`src/rtl/rpi_gpio_debounce.sv`:
```
// Conditions raw RPi GPIO pins: per-bit synchronizer, stable-count debounce,
// registered rise/fall strobes and a coalescing valid/ready change-event record.
module rpi_gpio_debounce #(
    parameter int   NUM_BITS        = 4,
    parameter int   SYNC_STAGES     = 2,
    parameter int   DEBOUNCE_CYCLES = 1000,
    parameter logic RESET_LEVEL     = 1'b0
) (
    input  logic                clk,
    input  logic                reset,
    input  logic [NUM_BITS-1:0] rpi_in,
    output logic [NUM_BITS-1:0] gpio_clean,
    output logic [NUM_BITS-1:0] gpio_rise,
    output logic [NUM_BITS-1:0] gpio_fall,
    output logic                evt_valid,
    output logic [NUM_BITS-1:0] evt_data,
    input  logic                evt_ready,
    output logic                evt_overflow
);

    localparam int CNT_W = $clog2(DEBOUNCE_CYCLES);
    localparam logic [CNT_W-1:0] CNT_LAST = CNT_W'(DEBOUNCE_CYCLES - 1);

    logic [SYNC_STAGES-1:0][NUM_BITS-1:0] sync_chain;
    logic [NUM_BITS-1:0]                  sync_bits;
    logic [CNT_W-1:0]                     cnt_q [NUM_BITS];
    logic [CNT_W-1:0]                     cnt_d [NUM_BITS];
    logic [NUM_BITS-1:0]                  accept;
    logic                                 chg;

    assign sync_bits = sync_chain[SYNC_STAGES-1];

    always_ff @(posedge clk) begin
        if (reset) begin
            sync_chain <= {SYNC_STAGES{ {NUM_BITS{RESET_LEVEL}} }};
        end else begin
            sync_chain <= {sync_chain[SYNC_STAGES-2:0], rpi_in};
        end
    end

    // Any synchronized cycle that agrees with the clean level restarts the count.
    always_comb begin
        for (int i = 0; i < NUM_BITS; i++) begin
            accept[i] = 1'b0;
            cnt_d[i]  = cnt_q[i];
            if (sync_bits[i] == gpio_clean[i]) begin
                cnt_d[i] = '0;
            end else if (cnt_q[i] == CNT_LAST) begin
                accept[i] = 1'b1;
                cnt_d[i]  = '0;
            end else begin
                cnt_d[i] = cnt_q[i] + CNT_W'(1);
            end
        end
    end

    always_ff @(posedge clk) begin
        if (reset) begin
            for (int i = 0; i < NUM_BITS; i++) begin
                cnt_q[i] <= '0;
            end
            gpio_clean <= {NUM_BITS{RESET_LEVEL}};
            gpio_rise  <= '0;
            gpio_fall  <= '0;
        end else begin
            for (int i = 0; i < NUM_BITS; i++) begin
                cnt_q[i] <= cnt_d[i];
            end
            gpio_clean <= gpio_clean ^ accept;
            gpio_rise  <= accept & sync_bits;
            gpio_fall  <= accept & ~sync_bits;
        end
    end

    // Event handshake: a record transfers on a clk edge where evt_valid and
    // evt_ready are both high; while stalled evt_valid/evt_data hold, except a
    // new change overwrites evt_data with the latest levels and sets evt_overflow.
    assign chg = |(gpio_rise | gpio_fall);

    always_ff @(posedge clk) begin
        if (reset) begin
            evt_valid    <= 1'b0;
            evt_data     <= {NUM_BITS{RESET_LEVEL}};
            evt_overflow <= 1'b0;
        end else if (chg) begin
            evt_valid <= 1'b1;
            evt_data  <= gpio_clean;
            if (evt_valid && !evt_ready) begin
                evt_overflow <= 1'b1;
            end
        end else if (evt_valid && evt_ready) begin
            evt_valid <= 1'b0;
        end
    end

endmodule

```
`config.mk`:
```
export PLATFORM = sky130hd
export DESIGN_NAME = rpi_gpio_debounce
export DESIGN_NICKNAME = d
export VERILOG_FILES = /design/src/rtl/rpi_gpio_debounce.sv
export SDC_FILE = /design/constraint.sdc
export NUM_CORES = 1
export LEC_CHECK = 0
export ABC_AREA = 1
export CAP_MARGIN = 20
export CELL_PAD_IN_SITES_DETAIL_PLACEMENT = 0
export CELL_PAD_IN_SITES_GLOBAL_PLACEMENT = 1
export CORE_ASPECT_RATIO = 0.5
export CORE_UTILIZATION = 45
export DETAILED_ROUTE_END_ITERATION = 7
export PLACE_DENSITY_LB_ADDON = 0.1
export RECOVER_POWER = 25
export SETUP_SLACK_MARGIN = 0.05
export SKIP_LAST_GASP = 1
export SLEW_MARGIN = 10
export SYNTH_ARGS = -nofsm -noshare
export SYNTH_HDL_FRONTEND = slang
export SYNTH_SLANG_ARGS = --single-unit
export TNS_END_PERCENT = 1
```
`constraint.sdc`:
```
create_clock -name clk -period 2.4 [get_ports clk]
set_input_delay 0.6 -clock clk [delete_from_list [all_inputs] [get_ports clk]]
set_output_delay 0.6 -clock clk [all_outputs]
set_load 0.005 [all_outputs]
```
==> Yosys cells after proc, flatten, opt, wreduce, memory -nomap -nowiden <==
Memories as Yosys holds them, arrays and structs flattened.
Index checks and enable logic that the tools add are counted.
{ "word_totals": {"reg_bits": 26, "latchBits": 0, "ram_bits": 40, "mem_bits_ro": 0, "input_bits": 7, "elab_cells": 61, "mem_count": 1} }
{ "memory_table": {"columns": ["name", "depth", "width", "rd", "rd_clocked_by_memory_dff", "wr", "line", "text"], "rows": [
  ["cnt_q", 4, 10, 4, 0, 4, "26", "logic [CNT_W-1:0] cnt_q [NUM_BITS];"]
]} }
{ "classes": {"addsub": 4, "multipliers": 0, "n_div": 0, "magnitude_cmp": 0, "eq_ne": 8, "shifts": 0, "muxes": 25, "bitwise": 9, "reduce_logical": 6} }
{ "op_table": {"columns": ["op", "count"], "rows": [
  ["2-to-1 mux 10 bit", 12],
  ["adder 10 x 1 -> 10 bit (second input constant)", 4],
  ["equality test 10 bit (second input constant)", 4],
  ["2-to-1 mux 1 bit", 13],
  ["bitwise AND 4 bit", 2],
  ["equality test 1 bit", 4],
  ["NOT 4 bit", 1],
  ["bitwise OR 1 bit", 4],
  ["bitwise OR 4 bit", 1],
  ["OR reduction 4 bit", 1],
  ["bitwise XOR 4 bit", 1],
  ["logical AND 1 bit", 2],
  ["AND reduction 2 bit", 1],
  ["nonzero test 2 bit", 1],
  ["logical NOT 1 bit", 1]
]} }

==> Longest topological paths before layout <==
{ "logic_depth": {"word_depth": 4, "ltp_mapped": 8, "depth_no_buf": 8} }

==> Worst setup path after synthesis <==
No wires, ideal clock.
{ "synth_timing": {"path_kind": "register to register", "startpoint": "mem cnt_q[3][0] in the netlist's numbering", "endpoint": "mem cnt_q[3][5] in the netlist's numbering", "setup_ps": 116, "arrival_time_ps": 1068, "required_ps": 2284, "path_slack_ps": 1216, "stages_incl_launch_ff": 7, "n_path_buf": 0, "synth_period_minus_slack_ps": 1184, "path_cell_list": "dfxtp_1 ha_1 nand3_2 nor2_2 nand2_2 nand2_2 nor2_1"} }
{ "synth_rtl": {"columns": ["element", "line"], "rows": [
  ["start, declared", "26"]
]} }

==> out/qor.yml <==
worst_setup_path:
  max_stage_delay_ns: 0.54
  cp-start-kind: "flip-flop"
  crit_fanout: 5
  crit_family: "buffers and inverters"
  crit_type: "reg2out"
  required_ns: 1.80
  critPathCaptureType: "primary output"
  worstPathCellList: "clkdlybuf4s50_1"
  crit_slowest_cell: "clkdlybuf4s50_1"
  cp_data_arrival_time_ns: 1.27
  path_buf_inv: 1
sta:
  fin_crit_ns: 1.87
  tightestPinTransition_ns: 0.343
  setup_viol: 0
  rsz0062_at_grt: "no"
  setup-tns-final_ns: 0
  hold_viol_final: 0
  clock_skew_ns: 0.00578
  relSlewSlack: 0.771
  timing.hold.ws_ns: 0.400
  fin_crit_sh: 0.778
  fmax_mhz: 536
  drv_slew: 0
layout:
  multi_input_area_mm2: 0.00122
  regArea_mm2: 0.00132
  antenna_cells: 0
  area_growth_pct: 24.4
  final_core_util: 0.598
  fillers: 521
  drive_above_1_share: 0.0985
  design_area_mm2: 0.00338
  nets: 402
global_routing:
  grt_pass1_wl_um: 8670
  grt_max_degree: 12
  overflow: 0
  grt_usage: 0.179
  antenna_found_initial: 0
  grt_pass1_vias: 2034
synth:
  yosysSeqAreaShare: 0.486
  netlist_area_mm2: 0.00272
  postSynthAreaPerCell_um2: 7.64
  yosysTopAreaCellShare: 0.486
  synthCells: 356
  ys_warn_count: 0
  synth.distinct_cells: 26
  yosysTopAreaCell: "dfxtp_1"
  syn-num-nets: 367
  synth-seq-cells: 66
  synth_area_leaders: "dfxtp_1 49%, nor2_1 11%, nand2_1 7.5%, inv_1 5.9%, nand3_1 4.4%"
clock_tree:
  clock_tree.root_cell: "clkbuf_16"
  cts_buffers: 9
  clkSlewWorstSetupHoldPaths_ns: 0.05
  cts.sinks: 66
  clkLatencyLatePin_ns: 0.33
  cts.repair.resized: 0
  cts_max_level: 3
  cts_hold_buf: 0
  clk_path_buf_depth: 2
  cts_tree: "yes"
  post_cts.repair.setup_buffers: 0
route:
  dr.pass1.iters: 5
  routedWlPerCell_um: 10.4
  drt_iter0_drc: 74
  vias: 2216
  drcViolationCount: 0
  wl_um: 4880
  drtAntennaViolNets: 0
  via_per_inst: 4.72
placement:
  dpl_cell_area_mm2: 0.00305
  hpwl_um: 3630
  gp_congestion: 0.796
  numPortBuffers: 24
flow_run:
  max_cap_viol_count: 0
floorplan:
  die_h_um: 57.0
  dieArea_mm2: 0.00638
  row_count: 19
  ios: 25
  die_x_um: 112
  coreArea_mm2: 0.00566
  initial_core_util: 0.481
power_and_ir_drop:
  p_leak_nw: 1.22
  seq_power_share: 0.427
  pwr-share-comb: 0.016
  power.density_mw_per_mm2: 768
  power_mw: 2.60
  clockPowerShare: 0.557
  p_int_mw: 2.11
  vdd_drop_max_mv: 0.488
  p_switching_mw: 0.483
  swShare: 0.186
status:
  status: "complete, no violations"
min_path:
  hp-class: "reg2reg"
==> layer usage <==
metal / vias up / share of wire / track usage
met2: 17 / 0.44 / 0.287
met4: 0 / 0.014 / 0.0811
met1: 998 / 0.50 / 0.211
li1: 1191 / - / -
met5: - / 0 / 0
met3: 10 / 0.041 / 0.0765
==> final cells by class <==
| type | count | area share |
|---|---|---|
| inverter | 45 | 0.0499 |
| multi-input combinational | 244 | 0.360 |
| clock inverter | 4 | 0.0215 |
| sequential | 66 | 0.391 |
| timing repair buffer | 25 | 0.0721 |
| tap | 73 | 0.0270 |
| clock buffer | 12 | 0.0788 |
==> metrics by stage <==
stage          setup slack, ns  cells
2_1_floorplan             1.22    356
3_5_place_dp             0.374    453
4_1_cts                  0.525    469
5_1_grt                  0.421    469
6_report                 0.534    469
3_3_place_gp             0.389    453
==> sequential cells by signal, summed over array words and instances (netlist names), named ones only <==
| signal | flops |
|---|---|
| gpio_fall | 4 |
| gpio_rise | 4 |
| evt_data | 4 |
| cnt_q | 40 |
| evt_valid | 1 |
| evt_overflow | 1 |
| sync_bits | 4 |
| sync_chain | 4 |
==> cell usage in the layout (no fill, tap or decap), drive strengths merged <==
master	n
a21oi	16
nand3b	1
nor2	89
clkinv	1
ha	4
nor3b	1
nor3	15
clkdlybuf4s50	23
nand3	26
clkbuf	13
or2	2
dfxtp	66
bufinv	2
inv	45
a31oi	1
xor2	10
dlygate4sd3	1
xnor2	5
nand4	4
o21bai	2
nand2	63
o21ai	5
clkinvlp	1
==> cell families (layout without fill, tap and decap cells) <==
group / Yosys count / in the layout / synth area share
buffers and inverters: 46 / 86 / 0.0635
flip-flops: 66 / 66 / 0.486
XOR/XNOR: 15 / 15 / 0.0483
AND/OR/NAND/NOR: 201 / 201 / 0.336
AO/OA/AOI/OAI: 24 / 24 / 0.0479
adder cells (fa/ha/maj): 4 / 4 / 0.0184
==> worst paths after layout <==
| path | endpoint | slack, ns | cells past startpoint | startpoint |
|---|---|---|---|---|
| setup reg to reg | cnt_q[1][7] | 1.00 | 6 | cnt_q[1][0] |
| hold / removal | sync_bits[2] | 0.40 | 2 | sync_chain[2] |
| hold reg to reg | sync_bits[2] | 0.40 | 2 | sync_chain[2] |
| setup / recovery | gpio_clean[3] | 0.53 | 1 | flip-flop |
==> power by group through the flow <==
stage          combinational [mW]  sequential (mW)  clock (mW)
3_5_place_dp               0.0448             1.13           0
4_1_cts                    0.0451             1.11        1.48
2_1_floorplan              0.0271             1.13           0
3_3_place_gp               0.0440             1.13           0
5_1_grt                    0.0478             1.11        1.53
6_report                   0.0421             1.11        1.45
==> synth_stat cells (all sizes together) <==
cell and n:
a21oi 16, a31oi 1, clkbuf 1, dfxtp 66, ha 4, inv 45
nand2 63, nand3 26, nand3b 1, nand4 4, nor2 89, nor3 15
nor3b 1, o21ai 5, o21bai 2, or2 2, xnor2 5, xor2 10
(Power assumes the default switching activity.)
